### config.mk
export PLATFORM = sky130hd
export DESIGN_NAME = spi_byte_master
export DESIGN_NICKNAME = d
export VERILOG_FILES = /design/src/rtl/spi_pkg.sv /design/src/rtl/spi_byte_master.sv
export SDC_FILE = /design/constraint.sdc
export NUM_CORES = 1
export LEC_CHECK = 0
export BUFFER_PORTS_ARGS = -buffer_cell sky130_fd_sc_hd__buf_2
export CORE_UTILIZATION = 35
export CTS_CLUSTER_DIAMETER = 50
export CTS_CLUSTER_SIZE = 14
export DETAILED_ROUTE_END_ITERATION = 8
export PLACE_DENSITY = 0.64
export RECOVER_POWER = 25
export SLEW_MARGIN = 20
export SYNTH_ARGS = -nofsm -noshare
export SYNTH_HDL_FRONTEND = slang
export SYNTH_SLANG_ARGS = --single-unit
export TNS_END_PERCENT = 1
### constraint.sdc
create_clock -name clk -period 2 [get_ports clk]
set_input_delay 0.2 -clock clk [delete_from_list [all_inputs] [get_ports clk]]
set_output_delay 0.2 -clock clk [all_outputs]
set_load 0.005 [all_outputs]
### src/rtl/spi_pkg.sv
// Shared SPI definitions: FSM state type, default divider and mode-0 idle levels
// for the CH376S byte master and any later SPI peripherals.
package spi_pkg;

  typedef enum logic [1:0] {
    ST_IDLE     = 2'd0,
    ST_SCK_LOW  = 2'd1,
    ST_SCK_HIGH = 2'd2
  } spi_state_t;

  localparam int SPI_CLK_DIV_DEFAULT = 2;

  // Mode 0: clock rests low, MOSI rests high between bytes.
  localparam logic SPI_SCK_IDLE  = 1'b0;
  localparam logic SPI_MOSI_IDLE = 1'b1;

endpackage

### src/rtl/spi_byte_master.sv
// Mode-0 single-byte SPI master: shifts din out MSB first on sdo while capturing
// sdi on each SCK rise; sdcs is the upstream ready flag (1 = idle).
module spi_byte_master
  import spi_pkg::*;
#(
  parameter int CLK_DIV = SPI_CLK_DIV_DEFAULT
) (
  input  logic       clk,
  input  logic       reset,
  input  logic [7:0] din,
  input  logic       wr,
  output logic [7:0] dout,
  output logic       sdcs,
  output logic       sck,
  output logic       sdo,
  input  logic       sdi
);

  localparam int               DIV_W    = $clog2(CLK_DIV + 1);
  localparam logic [DIV_W-1:0] DIV_LAST = DIV_W'(CLK_DIV - 1);

  spi_state_t       state;
  logic [7:0]       tx_sr;
  logic [7:0]       rx_sr;
  logic [2:0]       bit_cnt;
  logic [DIV_W-1:0] div_cnt;
  logic             div_done;

  // With CLK_DIV=1 the counter is stuck at zero and every half-phase is one cycle.
  assign div_done = (div_cnt == DIV_LAST);

  always_ff @(posedge clk) begin
    if (reset) begin
      state   <= ST_IDLE;
      tx_sr   <= '0;
      rx_sr   <= '0;
      bit_cnt <= '0;
      div_cnt <= '0;
      dout    <= 8'h00;
      sdcs    <= 1'b1;
      sck     <= SPI_SCK_IDLE;
      sdo     <= SPI_MOSI_IDLE;
    end else begin
      case (state)
        ST_IDLE: begin
          if (wr) begin
            tx_sr   <= din;
            sdo     <= din[7];
            sdcs    <= 1'b0;
            bit_cnt <= '0;
            div_cnt <= '0;
            state   <= ST_SCK_LOW;
          end
        end
        ST_SCK_LOW: begin
          if (div_done) begin
            sck     <= 1'b1;
            rx_sr   <= {rx_sr[6:0], sdi};
            div_cnt <= '0;
            state   <= ST_SCK_HIGH;
          end else begin
            div_cnt <= div_cnt + DIV_W'(1);
          end
        end
        ST_SCK_HIGH: begin
          if (div_done) begin
            sck     <= SPI_SCK_IDLE;
            div_cnt <= '0;
            if (bit_cnt == 3'd7) begin
              // rx_sr already holds all eight samples taken on the rising edges.
              sdo   <= SPI_MOSI_IDLE;
              dout  <= rx_sr;
              sdcs  <= 1'b1;
              state <= ST_IDLE;
            end else begin
              tx_sr   <= {tx_sr[6:0], 1'b0};
              sdo     <= tx_sr[6];
              bit_cnt <= bit_cnt + 3'd1;
              state   <= ST_SCK_LOW;
            end
          end else begin
            div_cnt <= div_cnt + DIV_W'(1);
          end
        end
        default: state <= ST_IDLE;
      endcase
    end
  end

endmodule
==> results.toml <==
[drt]
drt-vias-per-instance = 4.84
drt_iter0_markers = 63
vias = 1211
wl_per_cell_um = 11.8
drc = 0
drt_wl_total_um = 2950
drtAntennaViolNets = 0
firstDrtPassIters = 4

[final_layout]
n_fill_cell = 427
instances_no_fill = 250
area_growth_syn_to_layout_pct = 18.0
layout-drive-gt1-share_pct = 17.5
antenna_cells = 0
nets = 220
multiInputGateArea_um2 = 768
finish.utilization_pct = 43.6
regArea_um2 = 663
fin_area_um2 = 1770

[pwr]
p_per_area_nw_per_um2 = 1010
internal_power_mw = 1.24
seqPwrFrac_pct = 43.3
finalPower_mw = 1.79
switching_power_mw = 0.553
ir_drop_mv = 0.376
sw_frac_of_total_pct = 30.9
power_leakage_nw = 0.653
p_clk_share_pct = 28.6
power_frac_comb_pct = 28.1

[global_routing]
antenna_found_initial = 0
grt_pass1_wl_um = 4820
grt_use_total_pct = 14.2
grt_overflow = 0
first_global_vias = 1056
grt_max_degree = 35

[clock_tree]
cts.sinks = 33
clk_pin_slew_ns = 0.07
post-cts-setup-buffer-count = 0
clkLatencyLatePin_ns = 0.28
cts_htree_levels = 2
cts-root-buf = "clkbuf_8"
numCtsBuffers = 5
clk_path_buf_depth = 2
cts_tree = "yes"

[floorplanning]
rows = 23
die-area_um2 = 4540
die_w_um = 67.4
io_pins = 23
start_util_pct = 36.9
die-height_um = 67.4
core_um2 = 4060

[sta]
fin_ws_ns = 0.200
worstMarginPinSlew_ns = 0.634
holdWs_ns = 0.171
hold_viol = 0
slew_violations = 0
tns_ns = 0
skew_ns = 0.00691
post-route-period-util_pct = 90.0
setup_viol_count_final = 0
slew_headroom_pct = 57.8
min_period_ns = 1.80
grt_setup_unrepaired = "false"
max_freq_ghz = 0.556

[worst_hold_path]
min_to = "rx_sr[0]$_SDFFE_PP0P_"
holdCritPathClass = "in2reg"
worstHoldPathCells = 3
min-delay-start = "sdi"

[run_status]
status = "finished clean"

[yosys]
synth-seq-cells = 33
yosysUniqueCellTypes = 26
ys.flop_type = "dfxtp_1"
synth_area_per_cell_um2 = 8.66
synth-edff-count = 0
synth-async-reset-ratio_pct = 0
synth_cells = 173
yosysSeqAreaShare_pct = 44.1
synth_warnings = 0
syn-num-nets = 193
synth_area_um2 = 1500

[critical_path]
r2r_slack_ns = 0.20
slowest_stage = "a2111oi_4"
cp_cell_sequence = "inv_1, ha_1, nor2b_1, a2111oi_4, buf_6, nor2_1, a211oi_1"
crit_buf_inv = 2
path_depth = 7
start_kind = "flop"
critPathKind = "reg2reg"
cp-end-kind = "flop"
cp_top_family = "compound AO/OA/AOI/OAI gates"
arrival_ns = 1.99
worstPathRequired_ns = 2.19
worstReg2RegStart = "state[0]$_SDFFE_PP0P_"
max_stage_delay_ns = 0.39
r2r-end = "tx_sr[1]$_SDFFE_PP0P_"
crit_fanout = 10
rr_worst_depth = 7

[place]
gp_congestion = 0.809
placed_area_um2 = 1670
port-buffer-count = 22
place_ws_ns = 0.127
dp.cells = 242
hpwlAfterDp_um = 1940

[run]
maxCapViolCount = 0
-- cells by family after synthesis --
family | Yosys count | share of synthesized area, %
adder cells (fa/ha/maj) | 8 | 6.68
buffers and inverters | 14 | 4.59
flip-flops | 33 | 44.1
AO/OA/AOI/OAI | 42 | 18.7
AND/OR/NAND/NOR | 68 | 20.6
multiplexers | 8 | 5.35
-- final cells by class --
cell class,count,share of cell area [%]
multi-input cells,126,43.5
repair buffers,31,9.77
clock inverters,1,0.425
well taps,50,3.54
inverters,3,0.637
flip-flops and latches,33,37.5
clock buffers,6,4.67
-- timing repair --
item                                    4_1_cts  5_1_grt
endpoints found under the setup margin        0        4
hold buffers                                  0        0
gates resized for setup                       0        5
-- metal layers --
metal  GRT usage, %  part of all wire [%]  up-vias
li1               -                     -      643
met3           4.22                   4.2        5
met5              0                     0        -
met4           5.59                   1.6        0
met1           20.2                    54      544
met2           19.8                    40       19
-- placed cells by master, fill, tap and decap left out --
cell	n
dfxtp_2	2
nor2b_1	3
clkinvlp_4	1
inv_1	3
ha_1	8
nor2_1	15
nor3_1	1
o21bai_1	1
mux2i_1	8
buf_6	1
nand3b_1	1
a21oi_1	24
nand2b_1	8
a211oi_1	8
a211o_1	1
dfxtp_1	31
clkbuf_1	7
a211oi_2	1
clkbuf_8	6
or3_1	1
and2_1	2
o21ai_0	3
a2111oi_4	1
buf_2	15
nand2_1	27
a32oi_1	1
nand3_1	10
a2111o_1	1
buf_4	8
o22a_1	1
-- worst min-delay path, delay by kind of cell --
kind	cells	cell delay, ns
buf+inv	1	0.10
simple gates	1	0.06
compound gates	1	0.05
-- state kept, by name (all words and copies together), names as in the netlist --
signal,cells
dout,8
rx_sr,8
tx_sr,7
bit_cnt,3
div_cnt,2
state,2
sck,1
sdcs,1
sdo,1
-- Yosys cell counts, types with 2 or more instances --
| library cell | n | area share, % |
|---|---|---|
| inv_1 | 3 | 0.75 |
| dfxtp_1 | 33 | 44 |
| a211oi_1 | 8 | 4.0 |
| nor2_1 | 15 | 3.8 |
| nand3_1 | 10 | 3.3 |
| nor2b_1 | 3 | 1.3 |
| ha_1 | 8 | 6.7 |
| a21oi_1 | 24 | 8.0 |
| clkbuf_1 | 8 | 2.0 |
| mux2i_1 | 8 | 5.3 |
| buf_6 | 2 | 1.5 |
| o21ai_0 | 3 | 1.0 |
| nand2b_1 | 8 | 3.3 |
| and2_1 | 2 | 0.84 |
| nand2_1 | 27 | 6.8 |
-- power groups by stage --
| stage | sequential (mW) | clock, mW | combinational (mW) |
|---|---|---|---|
| floorplan | 0.784 | 0 | 0.369 |
| global placement | 0.790 | 0 | 0.473 |
| detailed placement | 0.791 | 0 | 0.478 |
| CTS | 0.776 | 0.531 | 0.480 |
| global route | 0.789 | 0.563 | 0.561 |
| finish | 0.777 | 0.513 | 0.503 |
-- worst max-delay path by stage --
stage,slack (ns),startpoint,to
2_1_floorplan,0.08,state[0]$_SDFFE_PP0P_,tx_sr[5]$_SDFFE_PP0P_
3_3_place_gp,0.19,state[0]$_SDFFE_PP0P_,tx_sr[4]$_SDFFE_PP0P_
3_5_place_dp,0.13,state[0]$_SDFFE_PP0P_,tx_sr[1]$_SDFFE_PP0P_
4_1_cts,0.11,state[0]$_SDFFE_PP0P_,tx_sr[1]$_SDFFE_PP0P_
5_1_grt,0.02,state[0]$_SDFFE_PP0P_,tx_sr[1]$_SDFFE_PP0P_
6_report,0.20,state[0]$_SDFFE_PP0P_,tx_sr[1]$_SDFFE_PP0P_
(Power assumes the default switching activity.)
